==> config.mk <==
export PLATFORM = sky130hd
export DESIGN_NAME = fifo_wr_arbiter
export DESIGN_NICKNAME = d
export VERILOG_FILES = /design/src/rtl/fifo_wr_arbiter.sv
export SDC_FILE = /design/constraint.sdc
export NUM_CORES = 1
export LEC_CHECK = 0
export CAP_MARGIN = 15
export CORE_MARGIN = 1.5
export CORE_UTILIZATION = 43
export DETAILED_ROUTE_END_ITERATION = 6
export PLACE_DENSITY = 0.85
export SYNTH_ARGS = -nofsm -noshare
export SYNTH_HDL_FRONTEND = slang
export SYNTH_SLANG_ARGS = --single-unit
==> constraint.sdc <==
create_clock -name clk -period 3.2 [get_ports clk]
set_input_delay 0.48 -clock clk [delete_from_list [all_inputs] [get_ports clk]]
set_output_delay 0.48 -clock clk [all_outputs]
set_load 0.02 [all_outputs]
==> src/rtl/fifo_wr_arbiter.sv <==
// ----------------------------------------------------------------------------
// fifo_wr_arbiter
//
// Shares the single write port of a fifo_controller-based FIFO between N_REQ
// producers. A requester wins the port in IDLE (one cycle of arbitration
// latency) and then owns it non-preemptively for a burst. The burst ends on
// the owner's last word, on MAX_BURST words, or when the owner drops req.
// Round-robin order restarts after the owner of the burst that just ended.
// The FIFO full flag stalls the burst without ending it.
//
// Optional feature macro: FIFO_ARB_PRIO_EN
//   defined   : requester 0 wins every IDLE arbitration it takes part in.
//               The other requesters are scanned round-robin from rr_ptr.
//               rr_ptr is left untouched when a burst of requester 0 ends.
//   undefined : pure round-robin, all requesters equal.
//
// Parameters
//   N_REQ       number of producers, 2..8
//   DATA_WIDTH  write data width
//   MAX_BURST   max words per grant, 1..15
//
// Ports
//   clk          in   rising-edge clock
//   reset        in   asynchronous, active-high reset
//   req          in   [N_REQ]            producer i has a word on its data slice
//   data         in   [N_REQ*DATA_WIDTH] producer i word at [i*DATA_WIDTH +: DATA_WIDTH]
//   last         in   [N_REQ]            current word of producer i ends its burst
//   gnt          out  [N_REQ]            one-hot; word of producer i accepted this cycle
//   fifo_full    in   FIFO full flag
//   fifo_w_en    out  FIFO write enable
//   fifo_w_data  out  [DATA_WIDTH]       FIFO write data (0 when nothing is granted)
//   busy         out  a burst owner is held
//   owner        out  [3]                index of current/last owner
// ----------------------------------------------------------------------------
module fifo_wr_arbiter #(
    parameter int N_REQ      = 4,
    parameter int DATA_WIDTH = 8,
    parameter int MAX_BURST  = 4
) (
    input  logic                        clk,
    input  logic                        reset,
    input  logic [N_REQ-1:0]            req,
    input  logic [N_REQ*DATA_WIDTH-1:0] data,
    input  logic [N_REQ-1:0]            last,
    output logic [N_REQ-1:0]            gnt,
    input  logic                        fifo_full,
    output logic                        fifo_w_en,
    output logic [DATA_WIDTH-1:0]       fifo_w_data,
    output logic                        busy,
    output logic [2:0]                  owner
);

    typedef enum logic {
        ST_IDLE  = 1'b0,
        ST_BURST = 1'b1
    } state_t;

    // Constants sized to the counters they are compared against.
    localparam logic [3:0] N_REQ_W   = 4'(N_REQ);
    localparam logic [3:0] LAST_BEAT = 4'(MAX_BURST - 1);

    // ------------------------------------------------------------------
    // State
    // ------------------------------------------------------------------
    state_t     state_q,    state_d;
    logic [2:0] owner_q,    owner_d;
    logic [2:0] rr_ptr_q,   rr_ptr_d;
    logic [3:0] beat_cnt_q, beat_cnt_d;

    // ------------------------------------------------------------------
    // Helper signals
    // ------------------------------------------------------------------
    // req/last padded to 8 bits so a 3-bit index always fits exactly,
    // whatever N_REQ is.
    logic [7:0]            req_pad;
    logic [7:0]            last_pad;
    logic                  owner_req;
    logic                  owner_last;
    logic                  transfer;
    logic                  burst_end;
    logic                  any_req;
    logic [2:0]            rr_pick;
    logic [2:0]            arb_pick;
    logic [3:0]            owner_sum;
    logic [2:0]            owner_inc;
    logic [2:0]            rr_next;
    logic [N_REQ-1:0]      owner_sel;
    logic [DATA_WIDTH-1:0] word_masked [N_REQ];

    assign req_pad  = 8'(req);
    assign last_pad = 8'(last);
    assign any_req  = |req;

    assign owner_req  = req_pad[owner_q];
    assign owner_last = last_pad[owner_q];

    // A word moves only while a burst is held, the owner offers one and the
    // FIFO has room. Non-owner requests never reach this term.
    assign transfer = (state_q == ST_BURST) & owner_req & ~fifo_full;

    // Burst ends on the owner's last word, on the MAX_BURST-th word, or
    // when the owner withdraws its request (no word moves that cycle).
    assign burst_end = (transfer & (owner_last | (beat_cnt_q == LAST_BEAT)))
                     | ~owner_req;

    // owner + 1 wrapped explicitly at N_REQ rather than by bit overflow.
    assign owner_sum = {1'b0, owner_q} + 4'd1;
    assign owner_inc = (owner_sum == N_REQ_W) ? 3'd0 : owner_sum[2:0];

    // One-hot decode of the owner, used for gnt and the data mux.
    generate
        for (genvar gi = 0; gi < N_REQ; gi++) begin : g_owner_sel
            assign owner_sel[gi] = (owner_q == 3'(gi));
        end
    endgenerate

    // ------------------------------------------------------------------
    // Round-robin scan: first requester at rr_ptr, rr_ptr+1, ... mod N_REQ.
    // rr_ptr is always below N_REQ, so one conditional subtract wraps.
    // ------------------------------------------------------------------
    always_comb begin
        logic [3:0] cand;
        logic       found;
        rr_pick = 3'd0;
        found   = 1'b0;
        cand    = 4'd0;
        for (int k = 0; k < N_REQ; k++) begin
            cand = {1'b0, rr_ptr_q} + 4'(k);
            if (cand >= N_REQ_W) begin
                cand = cand - N_REQ_W;
            end
            if (!found && req_pad[cand[2:0]]) begin
                rr_pick = cand[2:0];
                found   = 1'b1;
            end
        end
    end

`ifdef FIFO_ARB_PRIO_EN
    // Requester 0 jumps the round-robin queue; the pointer is not advanced
    // past it so the rotation among the others is undisturbed.
    assign arb_pick = req[0] ? 3'd0 : rr_pick;
    assign rr_next  = (owner_q == 3'd0) ? rr_ptr_q : owner_inc;
`else
    assign arb_pick = rr_pick;
    assign rr_next  = owner_inc;
`endif

    // ------------------------------------------------------------------
    // FSM process 1: state register (asynchronous reset)
    // A reset mid-burst simply drops the word in flight.
    // ------------------------------------------------------------------
    always_ff @(posedge clk or posedge reset) begin
        if (reset) begin
            state_q    <= ST_IDLE;
            owner_q    <= 3'd0;
            rr_ptr_q   <= 3'd0;
            beat_cnt_q <= 4'd0;
        end else begin
            state_q    <= state_d;
            owner_q    <= owner_d;
            rr_ptr_q   <= rr_ptr_d;
            beat_cnt_q <= beat_cnt_d;
        end
    end

    // ------------------------------------------------------------------
    // FSM process 2: next-state logic
    // IDLE never writes: it only latches the winner, so there is always at
    // least one idle cycle between two bursts. fifo_full does not hold off
    // arbitration; it only stalls the burst that follows.
    // ------------------------------------------------------------------
    always_comb begin
        state_d    = state_q;
        owner_d    = owner_q;
        rr_ptr_d   = rr_ptr_q;
        beat_cnt_d = beat_cnt_q;
        case (state_q)
            ST_IDLE: begin
                if (any_req) begin
                    state_d    = ST_BURST;
                    owner_d    = arb_pick;
                    beat_cnt_d = 4'd0;
                end
            end
            ST_BURST: begin
                if (transfer) begin
                    beat_cnt_d = beat_cnt_q + 4'd1;
                end
                if (burst_end) begin
                    state_d  = ST_IDLE;
                    rr_ptr_d = rr_next;
                end
            end
            default: begin
                state_d = ST_IDLE;
            end
        endcase
    end

    // ------------------------------------------------------------------
    // FSM process 3: outputs
    // ------------------------------------------------------------------
    always_comb begin
        busy      = (state_q == ST_BURST);
        owner     = owner_q;
        fifo_w_en = transfer;
        gnt       = owner_sel & {N_REQ{transfer}};
    end

    // Write data: AND-OR mux keyed on gnt, so it reads 0 whenever nothing
    // is granted (including during reset).
    generate
        for (genvar gi = 0; gi < N_REQ; gi++) begin : g_word_mask
            assign word_masked[gi] = data[gi*DATA_WIDTH +: DATA_WIDTH]
                                   & {DATA_WIDTH{gnt[gi]}};
        end
    endgenerate

    always_comb begin
        fifo_w_data = '0;
        for (int i = 0; i < N_REQ; i++) begin
            fifo_w_data = fifo_w_data | word_masked[i];
        end
    end

endmodule

* Yosys cells after proc, flatten, opt, wreduce, memory -nomap -nowiden *
Index checks and enable logic that the tools add are counted.

storage, ports and cells
  register bits = 11
  input bits = 43
  word-level logic and storage cells = 86

cells by class
  add/sub/neg operators = 9
  order comparisons = 9
  equal/unequal tests = 7
  mux-type cells = 30
  bitwise logic cells = 16
  reductions and logical operators = 11

operators with widths
  kind                                                         number
  AND 8 bit                                                    4
  2-to-1 mux 3 bit                                             9
  OR 8 bit                                                     3
  less-than comparator 3 x 4 -> 1 bit (second input constant)  5
  binary-select mux 1 bit (select 3 bit)                       6
  >= comparator 4 x 3 -> 1 bit (second input constant)         3
  subtractor 3 bit (second input constant)                     4
  2-to-1 mux 1 bit                                             11
  adder 3 x 1 -> 4 bit (second input constant)                 2
  adder 3 x 2 -> 4 bit (second input constant)                 2
  2-to-1 mux 4 bit                                             2
  one-hot mux 4 bit (2 select lines)                           1
  equality test 3 x 2 -> 1 bit (second input constant)         2
  AND reduction 2 bit                                          3
  adder 4 x 1 -> 4 bit (second input constant)                 1
  AND 4 bit                                                    1
  equality test 4 x 2 -> 1 bit (second input constant)         1
  equality test 4 x 3 -> 1 bit (second input constant)         1
  OR reduction 4 bit                                           1
  AND 1 bit                                                    3
  equality test 3 x 1 -> 1 bit (second input constant)         1
  >= comparator 3 bit (second input constant)                  1
  logical AND 1 bit                                            3
  logical NOT 1 bit                                            3
  6 further kinds                                              9

* Longest topological paths before layout *
  depth in word-level cells = 14
  depth in mapped cells = 8
  depth with buffers taken out = 7

* Least setup slack after synthesis *
OpenSTA, ideal clock, no wires.

  path kind = reg2out
  start point = register owner_q[0], in the netlist owner[0]
  end point = output port fifo_w_data[0]
  arrival = 1.861 ns
  path slack = 0.859 ns
  stages on the path, launching flop included = 7
  path buffers = 1
  path through = dfrtp_1 > ha_1 > ha_1 > clkbuf_1 > a22o_1 > a221oi_1 > nor3_1

on the way
  cells in the longest elaborated chain, start to end = 9
  elaborated cells between the ends (all ways) = 16
  those cells by class = 3 x eq/ne; 2 x mux; 10 x bitwise; 1 x reduce/logical

ends and longest elaborated chain
  item                                    RTL line  source
  from (decl)                             66        logic [2:0] owner_q, owner_d;
  from (signal assigned)                  161       owner_q <= owner_d;
  binary-select mux 1 bit (select 3 bit)  94        assign owner_req = req_pad[owner_q];
  2-to-1 mux 1 bit (implied by the code)  94
  AND 1 bit (2 in series)                 99        assign transfer = (state_q == ST_BURST) & owner_req & ~fifo_full;
  AND 4 bit *                             208       gnt = owner_sel & {N_REQ{transfer}};
  AND 8 bit                               216       & {DATA_WIDTH{gnt[gi]}};
  OR 8 bit (2 in series)                  223       fifo_w_data = fifo_w_data | word_masked[i];
  OR 8 bit *                              223
  to (decl)                               48        output logic [DATA_WIDTH-1:0] fifo_w_data,

Mark *: on every way between the ends. The rest lies on a longest branch, timed or not. The select of a mux whose other input is x is not followed.

* Worst setup path after layout *
  start point = input port req[0]
  end point = output port fifo_w_data[6]

on the way
  cells in the longest elaborated chain, start to end = 9
  elaborated cells between the ends (all ways) = 12
  those cells by class = 2 x mux; 10 x bitwise

ends and longest elaborated chain
  item                                      RTL line  source
  from (decl)                               42        input logic [N_REQ-1:0] req,
  binary-select mux 1 bit (select 3 bit) *  94
  2-to-1 mux 1 bit (implied by the code) *  94
  AND 1 bit * (2 in series)                 99
  AND 4 bit *                               208
  AND 8 bit                                 216
  OR 8 bit (2 in series)                    223
  OR 8 bit *                                223

Marks and branches as above.

==> out/results.txt <==
Status = complete, no violations
GR Layer Usage met2 = 49.8%
RSZ-0062 raised after global routing = no
Synth Net Count = 176
Crit path arrival time = 2620 ps
Share of post-route cells with drive strength above 1 = 10.4%
Setup violators final = 0
Slowest stage delay, CP = 660 ps
Commonest non-fill, non-tap cell in the layout = clkdlybuf4s50_1
Final Instance Area = 1770 um2
WL final = 3.55 mm
Worst-Margin Slew = 442 ps
Worst Skew = 3.13 ps
Largest net degree at the start of global routing = 13
TritonCTS Buffers = 3
Final setup TNS = 0 ps
Port buffer count = 59
Largest delay share family, worst path = buffers and inverters
R2R cell count = 7
Die outline width = 54.5 um
Post-CTS sizing = 0
Post-route ant nets = 0
DRC = 0
Syn_area_per_cell = 9.13 um2
Met3 Usage GRT = 5.46%
CTS tree = yes
Core Rows = 18
Die height = 54.5 um
CTS clk-pin slew, worst paths = 70 ps
All-Layer GR Usage = 25.3%
Post-DP Area = 1740 um2
Non-filler cells, final = 212
Root buf cell = clkbuf_4
Final HPWL DP = 2.85 mm
Clock share of power = 7.8%
Setup crit start kind = input port
Synth top area share = 24.1%
Die area = 2970 um2
Routing usage on met1 = 26.2%
Worst path bufs/invs = 2
Gr busiest metal = met2
Comb pwr share = 69.6%
Number of setup buffers added after CTS = 0
Net switching power = 0.582 mW
Sequential share of the synthesized area = 24.1%
Core outline area = 2500 um2
Critical Path Sink = fifo_w_data[6]
Worst-Skew Late Latency = 280 ps
PD cells = 719 nW/um2
Seq cells post-synth = 11
Cell Int Power = 0.689 mW
Final net count = 234
Post-synthesis cell count = 125
Routed length per instance = 16.8 um
Vias in the first global route = 1153
P_leak = 0.725 nW
Routed vias/inst = 5.82
Global-route wire length before repair = 5.26 mm
Asr flop ratio synth = 100%
I/O Pins = 60
DP Cell Count = 208
CTS Hold Bufs = 0
Min-Delay Path Class = in2async
R2R setup slack = 790 ps
Maxcap violations = 0
Synth area leader = dfrtp_1
Final Critical Period = 3100 ps
Inserted Diodes = 0
Crit-path cells = clkdlybuf4s50_1, mux4_2, nand3b_1, nor3_1, clkdlybuf4s50_1
Predominant post-synthesis flop cell = dfrtp_1
Area Overhead vs Synth = 54.9%
R2r startpoint = rr_ptr_q[0]$_DFFE_PP0P_
# H-tree levels = 1
Critical path's slowest cell = clkdlybuf4s50_1
Stages on the worst setup path = 5
Unique masters post-synth = 37
Initial antenna violation count = 0
Slew margin rel. = 70.5%
Part of the cycle the worst path needs = 97.0%
Top post-synthesis cells by area = dfrtp_1, ha_1, a221oi_1, a22o_1, mux2_2
Via count = 1234
Sw frac = 45.8%
Critical path class = in2out
Hold Fails Final Rpt = 0
CTS sink count = 11
Count of final max-slew check failures = 0
Peak VDD IR = 563 uV
Final Wtd Congestion = 0.868
CP most frequent cell = clkdlybuf4s50_1
Total gr overflow = 0
Worst Path Required = 2720 ps
Initial core utilization = 45.6%
Max clock buf depth = 2
Total Power = 1.27 mW
Most frequent cells in the layout = clkdlybuf4s50_1, dfrtp_1, inv_1, nor3_1, a221oi_1
Synth Warn # = 0
Detailed Route Iter0 Violations = 20
Critical Path Sink Type = primary output
Seq pwr share = 22.7%
Synth Cell Area = 1140 um2
FMAX = 0.322 GHz
First-pass detailed-route iteration total = 4
CP startpoint = req[0]
CP max FO = 8
Reg2reg end = owner[0]$_DFFE_PP0P_
EDFF count, synth = 0
how the worst min path moves through the flow:
stage | startpoint | endpoint | slack (ps) | cells past startpoint
6_report | reset | owner[2]$_DFFE_PP0P_ | 500 | 2
5_1_grt | reset | owner[0]$_DFFE_PP0P_ | 570 | 2
4_1_cts | reset | busy$_DFF_PP0_ | 510 | 2
3_5_place_dp | beat_cnt_q[3]$_DFFE_PP0P_ | beat_cnt_q[3]$_DFFE_PP0P_ | 530 | 2
3_3_place_gp | beat_cnt_q[3]$_DFFE_PP0P_ | beat_cnt_q[3]$_DFFE_PP0P_ | 530 | 2
2_1_floorplan | reset | beat_cnt_q[0]$_DFFE_PP0P_ | 330 | 1
metal layers:
layer	share of wire, %	vias up
met3	10	4
li1	-	593
met1	38	581
met5	0	-
met2	50	56
met4	1.1	0
logic make-up (layout without fill, tap and decap cells):
family	Yosys count	after routing	synth area share (%)
compound gates	33	33	22.5
xor+xnor	2	2	1.54
fa+ha+maj	8	8	8.77
buf+inv	19	76	7.68
flops	11	11	24.1
mux	14	14	16.6
simple gates	38	38	18.9
cell type report:
| type | count | area (um2) |
|---|---|---|
| timing repair buffer | 62 | 613 |
| multi-input combinational | 95 | 778 |
| tap | 30 | 37.5 |
| clock buffer | 4 | 26.3 |
| fill | 203 | 732 |
| sequential | 11 | 275 |
| inverter | 10 | 37.5 |
registers in the layout, summed over array words and instances (netlist names):
name / cells
busy: 1
owner: 3
rr_ptr_q: 3
beat_cnt_q: 4
cells in the mapped netlist, types with 3 or more instances:
cell type	number
dfrtp_1	11
inv_1	10
nor3_1	10
a221oi_1	9
a22o_1	8
ha_1	8
mux2_2	6
nand2_1	6
mux2i_1	5
nor2_1	5
o21ai_0	5
and2_1	4
clkbuf_1	4
a21oi_1	3
nand3_1	3
power by group through the flow:
stage	Clock, mW	Combinational (mW)	Sequential (mW)
global placement	0	0.857	0.283
floorplan	0	0.641	0.259
global route	0.104	0.969	0.298
finish	0.0987	0.884	0.288
CTS	0.101	0.885	0.286
detailed placement	0	0.881	0.288
through the flow:
step | hold slack (ps) | utilization, % | setup slack [ps]
finish | 499 | 70.7 | 95.4
global route | 566 | 70.7 | 63.5
floorplan | 332 | - | 859
CTS | 513 | 70.7 | 147
detailed placement | 529 | 69.7 | 148
global placement | 528 | 69.7 | 229
(Power assumes the default switching activity.)
